`config.mk`:
```
export PLATFORM = sky130hd
export DESIGN_NAME = ring_osc_meas_ctrl_flat
export DESIGN_NICKNAME = d
export VERILOG_FILES = /design/src/rtl/ring_osc_meas_ctrl_if.sv /design/src/rtl/ring_osc_meas_ctrl.sv /design/src/flat_wrapper.sv
export SDC_FILE = /design/constraint.sdc
export NUM_CORES = 1
export LEC_CHECK = 0
export ABC_AREA = 1
export CAP_MARGIN = 20
export CORE_UTILIZATION = 59
export DETAILED_ROUTE_END_ITERATION = 16
export GPL_TIMING_DRIVEN = 0
export HOLD_SLACK_MARGIN = 0.02
export PLACE_DENSITY_LB_ADDON = 0.05
export SLEW_MARGIN = 10
export SYNTH_ARGS = -nofsm -noshare
export SYNTH_HDL_FRONTEND = slang
export SYNTH_SLANG_ARGS = --single-unit
```
`constraint.sdc`:
```
create_clock -name clk -period 3.55 [get_ports clk]
set_input_delay 1.065 -clock clk [delete_from_list [all_inputs] [get_ports clk]]
set_output_delay 1.065 -clock clk [all_outputs]
set_load 0.005 [all_outputs]
```
`src/rtl/ring_osc_meas_ctrl_if.sv`:
```
// ring_osc_meas_ctrl_if: register-side request/result bus of the ring-oscillator measurement sequencer.
interface ring_osc_meas_ctrl_if #(
    parameter int WIN_W = 16
);
    logic             start;
    logic [WIN_W-1:0] window;
    logic [1:0]       repeats_log2;
    logic             busy;
    logic             valid;
    logic             ready;
    logic [8:0]       result;
    logic             overflow;
    modport master (output start, window, repeats_log2, ready, input busy, valid, result, overflow);
    modport slave  (input start, window, repeats_log2, ready, output busy, valid, result, overflow);
endinterface

```
`src/rtl/ring_osc_meas_ctrl.sv`:
```
// ring_osc_meas_ctrl: arms the ring-oscillator timer, times a counting window, stops it and samples the count.
// Define RO_MEAS_AVG_EN to sum 2^repeats_log2 measurements into result.
module ring_osc_meas_ctrl #(
    parameter int WIN_W       = 16,
    parameter int ARM_CYC     = 2,
    parameter int SYNC_STAGES = 2,
    parameter int SETTLE      = 4
) (
    input  logic                       clk,
    input  logic                       rst,
    ring_osc_meas_ctrl_if.slave        bus,
    output logic                       osc_slow_clk,
    output logic                       osc_enable,
    output logic                       osc_signal,
    input  logic [7:0]                 osc_out
);
    typedef enum logic [2:0] {S_IDLE, S_ARM, S_RUN, S_STOP, S_SETTLE, S_SAMPLE, S_DONE} state_t;

    state_t                           state_q, state_d;
    logic [WIN_W-1:0]                 cnt_q, cnt_d, win_q, win_d, lim;
    logic                             sig_q, sig_d, ovf_q, ovf_d, last, more;
    logic [8:0]                       result_q, result_d;
    logic [SYNC_STAGES-1:0][7:0]      sync_q, sync_d;
    logic [7:0]                       smp;
    logic                             unused_sig;

    assign smp        = sync_q[SYNC_STAGES-1];
    assign unused_sig = smp[7];
    assign lim  = state_q == S_ARM ? WIN_W'(ARM_CYC - 1) :
                  state_q == S_RUN ? win_q - 1'b1 : WIN_W'(SETTLE - 1);
    assign last = cnt_q == lim;

`ifdef RO_MEAS_AVG_EN
    logic [2:0] rep_q, rep_d;  // measurements still to run after the current one
    assign more = rep_q != 3'd0;
    always_comb begin
        rep_d = rep_q;
        if (state_q == S_IDLE && bus.start)
            rep_d = 3'((4'd1 << bus.repeats_log2) - 4'd1);
        else if (state_q == S_SAMPLE && more)
            rep_d = rep_q - 3'd1;
    end
    always_ff @(posedge clk) begin
        if (rst) rep_q <= '0;
        else     rep_q <= rep_d;
    end
`else
    logic unused_k;
    assign more     = 1'b0;
    assign unused_k = ^bus.repeats_log2;
`endif

    always_ff @(posedge clk) begin
        if (rst) begin
            state_q  <= S_IDLE;
            cnt_q    <= '0;
            win_q    <= '0;
            sig_q    <= 1'b0;
            ovf_q    <= 1'b0;
            result_q <= '0;
            sync_q   <= '0;
        end else begin
            state_q  <= state_d;
            cnt_q    <= cnt_d;
            win_q    <= win_d;
            sig_q    <= sig_d;
            ovf_q    <= ovf_d;
            result_q <= result_d;
            sync_q   <= sync_d;
        end
    end

    always_comb begin
        state_d = state_q;
        case (state_q)
            S_IDLE:   if (bus.start) state_d = S_ARM;
            S_ARM:    if (last) state_d = S_RUN;
            S_RUN:    if (last) state_d = S_STOP;
            S_STOP:   state_d = S_SETTLE;
            S_SETTLE: if (last) state_d = S_SAMPLE;
            S_SAMPLE: state_d = more ? S_ARM : S_DONE;
            S_DONE:   if (bus.ready) state_d = S_IDLE;
            default:  state_d = S_IDLE;
        endcase
    end

    always_comb begin
        cnt_d    = state_d != state_q ? '0 : cnt_q + 1'b1;
        win_d    = win_q;
        sig_d    = sig_q;
        ovf_d    = ovf_q;
        result_d = result_q;
        sync_d   = sync_q;
        sync_d[0] = osc_out;
        for (int i = 1; i < SYNC_STAGES; i++) sync_d[i] = sync_q[i-1];
        if (state_q == S_IDLE && bus.start) begin
            win_d    = bus.window == '0 ? WIN_W'(1) : bus.window;
            result_d = '0;
            ovf_d    = 1'b0;
        end
        if (state_q == S_RUN && last) sig_d = ~sig_q;
        if (state_q == S_SAMPLE) begin
            result_d = result_q + {3'b000, smp[5:0]};
            ovf_d    = ovf_q | smp[6];
        end
    end

    always_comb begin
        bus.busy     = state_q != S_IDLE;
        bus.valid    = state_q == S_DONE;
        bus.result   = result_q;
        bus.overflow = ovf_q;
        osc_slow_clk = state_q == S_RUN;
        osc_enable   = state_q != S_IDLE && state_q != S_DONE;
        osc_signal   = sig_q;
    end
endmodule

```
`src/flat_wrapper.sv`:
```
// flat-port wrapper written by rule: the top's interface ports become plain ports
module ring_osc_meas_ctrl_flat 
#(
    parameter int WIN_W       = 16,
    parameter int ARM_CYC     = 2,
    parameter int SYNC_STAGES = 2,
    parameter int SETTLE      = 4
)
  (clk, rst, osc_slow_clk, osc_enable, osc_signal, osc_out, bus_start, bus_window, bus_repeats_log2, bus_ready, bus_busy, bus_valid, bus_result, bus_overflow);
  ring_osc_meas_ctrl_if #(.WIN_W(WIN_W)) bus_i ();
  input  logic clk;
  input  logic rst;
  output logic osc_slow_clk;
  output logic osc_enable;
  output logic osc_signal;
  input  logic [7:0] osc_out;
  input wire logic [$bits(bus_i.start)-1:0] bus_start;
  input wire logic [$bits(bus_i.window)-1:0] bus_window;
  input wire logic [$bits(bus_i.repeats_log2)-1:0] bus_repeats_log2;
  input wire logic [$bits(bus_i.ready)-1:0] bus_ready;
  output wire logic [$bits(bus_i.busy)-1:0] bus_busy;
  output wire logic [$bits(bus_i.valid)-1:0] bus_valid;
  output wire logic [$bits(bus_i.result)-1:0] bus_result;
  output wire logic [$bits(bus_i.overflow)-1:0] bus_overflow;
  assign bus_i.start = bus_start;
  assign bus_i.window = bus_window;
  assign bus_i.repeats_log2 = bus_repeats_log2;
  assign bus_i.ready = bus_ready;
  assign bus_busy = bus_i.busy;
  assign bus_valid = bus_i.valid;
  assign bus_result = bus_i.result;
  assign bus_overflow = bus_i.overflow;
  ring_osc_meas_ctrl #(.WIN_W(WIN_W), .ARM_CYC(ARM_CYC), .SYNC_STAGES(SYNC_STAGES), .SETTLE(SETTLE)) u_core (.clk(clk), .rst(rst), .bus(bus_i), .osc_slow_clk(osc_slow_clk), .osc_enable(osc_enable), .osc_signal(osc_signal), .osc_out(osc_out));
endmodule
```
==> impl_metrics.tcl, run 1 <==
set metrics [dict create \
    hp-start "u_core.sync_d[9]" \
    synth_cells 473 \
    synth.area.top_cells "dfxtp_1 37%, nand2_1 10%, inv_1 8.8%, nor2_1 7.1%, nand3_1 6.3%" \
    outcome "completed" \
    core_area_sq_mm 0.005238 \
    peakVddDrop_mv 0.3546 \
    min_period_ns 2.940 \
    finalSetupTns_ns 0 \
    yosys_warnings 0 \
    ant_nets 0 \
    holdPathStages 2 \
    grt_max_degree 12 \
    relSlewSlack_pct 55.93 \
    cts_root_buffer "clkbuf_8" \
    drtPass1Iterations 5 \
    power_density_mw_per_mm2 489.4 \
    clock-sinks 60 \
    worst_pin_slew_ns 0.6560 \
    yosysSeqAreaShare_pct 36.74 \
    finClkSkew_ns 0.007546 \
    fin_util_pct 76.85 \
    holdPathEnd "u_core.smp[1]" \
    synth_compound_area_share_pct 9.070 \
    rows 26 \
    dr_total_vias 3195 \
    arrival_ns 1.88 \
    fin_crit_sh_pct 82.83 \
    cellLeakagePower_nw 1.741 \
    syn_area_sq_mm 0.003269 \
    avgViaCountPerCell 5.325 \
    cts_made_buffers 9 \
    critPathCaptureType "output port" \
    setup_violations 0 \
    power.switching_uw 595.1 \
    avgSynthCellArea_sq_um 6.912 \
    r2r_cells 20 \
    drt_iter0_markers 188 \
    post_cts_resized 0 \
    fill_cells 409 \
    cts_buffer_depth 2 \
    io_buffers 41 \
    final_common_cell "nand2_1" \
    cts_setup_buffers 0 \
    slew_viol_final 0 \
    drv_cap 0 \
    wirelength_microns 7753 \
    synth_cell_types 33 \
    r2r-start "u_core.win_q[0]" \
    p_comb_share_pct 21.4 \
    seqPwrFrac_pct 38.1 \
    rsz0062_at_grt "no" \
    die_w_microns 76.44 \
    rrSetupSlack_ns 0.87 \
    h-tree-depth 3 \
    critPathLaunchType "register" \
    worst_skew_pair.late_latency_ns 0.34 \
    synth_simple_gate_area_share_pct 34.63 \
    grt_pass1_wl_microns 13740 \
    grt.overflow.total 0 \
    worstPathRequired_ns 2.48 \
    area_delta_synth_final_pct 23.12 \
    hp-class "reg -> reg" \
    antenna_cells 0 \
    power.internal_mw 1.375 \
    ios 45 \
    pwr-share-clk_pct 40.5 \
    timing.rr.end "u_core.cnt_q[11]" \
    layout_common_cells "91 x nand2_1, 77 x inv_1, 62 x nor2_1" \
    synth_top_family_by_area "simple AND/OR/NAND/NOR gates" \
    muxShareOfSynthArea_pct 0 \
    synth_fa_ha_area_share_pct 3.674 \
    fin_total_pwr_mw 1.970 \
    fp.dieArea_sq_mm 0.005843 \
    hpwl_microns 5775 \
    timing.fmax_ghz 0.3401 \
    critPathKind "reg -> out" \
    nNetsFinal 564 \
    hold_viol_final 0 \
    synth_xor_area_share_pct 4.822 \
    drc 0 \
    grt_pass1_vias 3140 \
    swShare_pct 30.21 \
    layout-drive-gt1-share_pct 8.113 \
    die_h_microns 76.44 \
    grt_antenna_before_repair 0 \
    worstPathMaxFanout 10 \
    ys_ff_latch 60 \
    cts_tree "done" \
    netlist.area_leader.share_pct 36.74 \
    initial_core_util_pct 62.42 \
    detail_route.wl_per_cell_microns 12.92 \
    ctsHoldBuffers 0 \
    synth_top_cell_by_area "dfxtp_1" \
    grt_use_total_pct 29.39 \
    place.gp.congestion 0.8765 \
    cts.clk_slew.worst_paths_ns 0.07 \
    synth_nets 512 \
]
==> cell families (layout without fill, tap and decap cells) <==
logic type | after synthesis | in the layout
buffers and inverters | 87 | 144
flip-flops | 60 | 60
XOR/XNOR | 18 | 18
adder cells (fa/ha/maj) | 9 | 9
AO/OA/AOI/OAI | 54 | 54
AND/OR/NAND/NOR | 245 | 245
==> power groups by stage <==
stage               sequential [mW]  combinational (mW)  clock, mW
finish                        0.751               0.421      0.797
global placement              0.764               0.399          0
CTS                           0.750               0.417      0.803
global route                  0.755               0.478      0.831
floorplan                     0.755               0.299          0
detailed placement            0.766               0.412          0
==> layer usage <==
layer	track usage, %	wire length, microns	vias to the layer above
li1	-	-	1612
met1	37.10	3570	1477
met2	49.01	3621	90
met3	5.150	406	16
met4	12.69	155	0
met5	0	0	-
==> stage by stage <==
step                worst slack [ns]  instances  area, sq um  hold slack (ns)
finish                        0.6097        600         4025           0.4052
global route                  0.5302        600         4025           0.4181
CTS                           0.6078        600         4025           0.4058
detailed placement            0.6743        584         3767           0.3948
global placement              0.7616        584         3767           0.3887
floorplan                      1.406        473         3269           0.3883
==> state kept, by name (all words and copies together) (netlist names) <==
signal               flops
u_core.cnt_q            16
u_core.win_q            16
u_core.bus.result        9
u_core.smp               7
u_core.sync_d            7
u_core.state_q           3
u_core.bus.overflow      1
u_core.osc_signal        1
==> worst max-delay path: stages (launching register included) <==
cell	delay, ns
dfxtp_1	0.46
nand2_2	0.12
nor2_4	0.14
buf_6	0.16
buf_6	0.15
clkdlybuf4s50_1	0.50
==> cells in the mapped netlist <==
| library cell | n |
|---|---|
| nand2_1 | 91 |
| inv_1 | 77 |
| nor2_1 | 62 |
| dfxtp_1 | 60 |
| nand3_1 | 41 |
| a21oi_1 | 22 |
| o21ai_0 | 18 |
| xor2_1 | 17 |
| nand4_1 | 15 |
| nor2_2 | 11 |
| ha_1 | 8 |
| nor3_1 | 6 |
| o22ai_1 | 6 |
| a211oi_1 | 5 |
| nor2_4 | 5 |
| clkbuf_1 | 4 |
| nand2_2 | 3 |
| nand3b_1 | 3 |
| nor4_1 | 3 |
| buf_6 | 2 |
| nand3_2 | 2 |
| a31oi_1 | 1 |
| and2_1 | 1 |
| and3_1 | 1 |
| buf_1 | 1 |
| buf_12 | 1 |
| buf_4 | 1 |
| fa_1 | 1 |
| inv_2 | 1 |
| nand2_4 | 1 |
| o21bai_1 | 1 |
| o31ai_1 | 1 |
| xnor2_1 | 1 |
==> worst max path at each step <==
stage / slack [ns] / endpoint / depth (start not counted) / from
floorplan: 1.41 / u_core.cnt_q[8] / 20 / u_core.win_q[0]
global placement: 0.76 / u_core.win_q[4] / 8 / bus_window[15]
detailed placement: 0.67 / u_core.win_q[7] / 8 / bus_window[15]
CTS: 0.61 / osc_slow_clk / 5 / u_core.state_q[1]
global route: 0.53 / osc_slow_clk / 5 / u_core.state_q[1]
finish: 0.61 / osc_slow_clk / 5 / u_core.state_q[1]
==> cell type report <==
cell class | count | area, sq um | share of cell area [%]
tap | 70 | 87.58 | 2.176
sequential | 60 | 1201 | 29.84
clock buffer | 11 | 151.4 | 3.761
buffer | 9 | 68.82 | 1.710
timing repair buffer | 41 | 410.4 | 10.20
multi-input combinational | 326 | 1707 | 42.40
inverter | 78 | 292.8 | 7.274
clock inverter | 5 | 106.4 | 2.642
Power figures use the tool's default switching activity.
==> run 2: changes to the inputs <==
CORE_UTILIZATION = 50   (was 59)
clock period = 2.4 ns   (was 3.55 ns; I/O delays follow)
==> impl_metrics.tcl, run 2 (same netlist as run 1, synthesis figures left out) <==
set metrics [dict create \
    outcome "completed" \
    ff_latch_area_sq_mm 0.001226 \
    antenna_cells 0 \
    grt_pass1_vias 3069 \
    setup_violations 0 \
    dpl_cell_area_sq_mm 0.003776 \
    finalSetupTns_ns 0 \
    grt_antenna_before_repair 0 \
    cts_tree "done" \
    fin_crit_sh_pct 98.25 \
    cp_slowest_cell "dfxtp_2" \
    peakVddDrop_mv 0.5349 \
    worst_skew_pair.late_latency_ns 0.35 \
    fin_total_pwr_mw 3.031 \
    critPathCaptureType "register" \
    cts.clk_slew.worst_paths_ns 0.07 \
    grt_pass1_wl_microns 13440 \
    clock-sinks 60 \
    finClkSkew_ns 0.009547 \
    drt_iter0_markers 153 \
    cellLeakagePower_nw 1.850 \
    h-tree-depth 3 \
    drc 0 \
    nNetsFinal 575 \
    worstPathRequired_ns 2.64 \
    wirelength_microns 8123 \
    rsz0062_at_grt "yes" \
    dr_wl_met2_microns 3712 \
    io_buffers 41 \
    detail_route.wl_per_cell_microns 13.14 \
    worstPathMaxFanout 7 \
    wirelength_met1_microns 3842 \
    critPathLaunchType "register" \
    arrival_ns 2.60 \
    pre_cts_ws_ns -0.2297 \
    multi_input_area_sq_mm 0.001878 \
    timing.rr.end "u_core.cnt_q[10]" \
    core_area_sq_mm 0.006314 \
    dpl.cell_count 591 \
    crit_start "u_core.win_q[2]" \
    cts_buffer_depth 2 \
    avgViaCountPerCell 5.233 \
    drtPass1Iterations 4 \
    fp.dieArea_sq_mm 0.006866 \
    worst_pin_slew_ns 0.8558 \
    die_h_microns 82.86 \
    ios 45 \
    hp-class "reg -> reg" \
    relSlewSlack_pct 42.51 \
    grt_use_total_pct 23.97 \
    layout.cells.non_filler 618 \
    power_density_mw_per_mm2 697.2 \
    layout_common_cells "77 x nand2_1, 74 x inv_1, 48 x nor2_1, 48 x dfxtp_1, 40 x clkdlybuf4s50_1" \
    hold_viol_final 0 \
    drv_cap 0 \
    min_period_ns 2.358 \
    worstPathCellList "nor2_4, nand2_4, nor2_4, buf_4, nand2_1, nand4_1, nand2_1, nor2_2, nand3_2, nor2_4, nand3_2, nand2_2, inv_2, nand2_2, nand2_2, nand2_4, bufbuf_16, nor2_2" \
    hold_ws_ns 0.4038 \
    initial_core_util_pct 51.78 \
    rows 29 \
    final_common_cell "nand2_1" \
    layout-drive-gt1-share_pct 18.67 \
    final_area_sq_mm 0.004347 \
    grt.overflow.total 0 \
    hp-start "u_core.sync_d[13]" \
    grt_max_degree 12 \
    met3_length_microns 458 \
    fin_util_pct 68.85 \
    routed.top_layer "met4" \
    fill_cells 533 \
    cts_root_buffer "clkbuf_8" \
    die_w_microns 82.86 \
    r2r-start "u_core.win_q[2]" \
    timing.fmax_ghz 0.4241 \
    rrSetupSlack_ns 0.04 \
    dr_total_vias 3234 \
    fin_ws_ns 0.04206 \
    critPathKind "reg -> reg" \
    crit_path_max_incr_delay_ns 0.37 \
    hpwl_microns 5786 \
    r2r_cells 18 \
    area_delta_synth_final_pct 32.95 \
    place.gp.congestion 0.8718 \
    cts_made_buffers 9 \
    holdPathEnd "u_core.smp[5]" \
    ant_nets 0 \
    slew_viol_final 0 \
    holdPathStages 2 \
]
## run 2: changes by cell type in the layout (fill, tap and decap cells not counted), moves of 3 or more
cell     before  now
nor2_1       62   48
inv_1        77   74
o21ai_0      18   15
nor2_4        5   18
buf_4         1    7
dfxtp_2       0    8
o21ai_1       0    3
dfxtp_4       0    4
nand2_2       3   15
dfxtp_1      60   48
nand2_1      91   77
## run 2: cell type report
class	count	area share (%)
Inverter	78	6.851
Tap cell	77	2.216
Sequential cell	60	28.21
Clock inverter	5	1.929
Timing Repair Buffer	52	12.35
Clock buffer	11	3.483
Multi-Input combinational cell	326	43.21
Buffer	9	1.756
## run 2: what timing repair did
item,4_1_cts,5_1_grt
setup buffers,6,5
resized for setup,18,59
gates cloned,1,0
pin swaps,6,20
setup endpoints to repair,18,18
hold buffers,0,0
## run 2: layer usage
layer / vias up / GRT usage, %
met5: - / 0
met4: 0 / 8.777
met3: 12 / 6.262
met2: 81 / 37.41
met1: 1499 / 31.86
li1: 1642 / -
## run 2: worst max path at each step
stage,endpoint,slack (ns)
3_5_place_dp,u_core.cnt_q[6],-0.23
6_report,u_core.cnt_q[10],0.04
5_1_grt,u_core.cnt_q[10],-0.07
4_1_cts,u_core.cnt_q[10],0.001
3_3_place_gp,u_core.cnt_q[15],-0.14
2_1_floorplan,u_core.cnt_q[8],0.26
## run 2: where the power goes
part | internal [mW] | switching, mW | total (mW)
logic | 0.365 | 0.465 | 0.830
clock network | 0.643 | 0.422 | 1.06
registers | 1.06 | 0.0766 | 1.14
total | 2.07 | 0.964 | 3.03
## run 2: critical path: cells and delay by family, from the launching register on
family        cells  cell delay [ns]
buf+inv           3             0.46
simple gates     15             1.42
flops             1             0.37
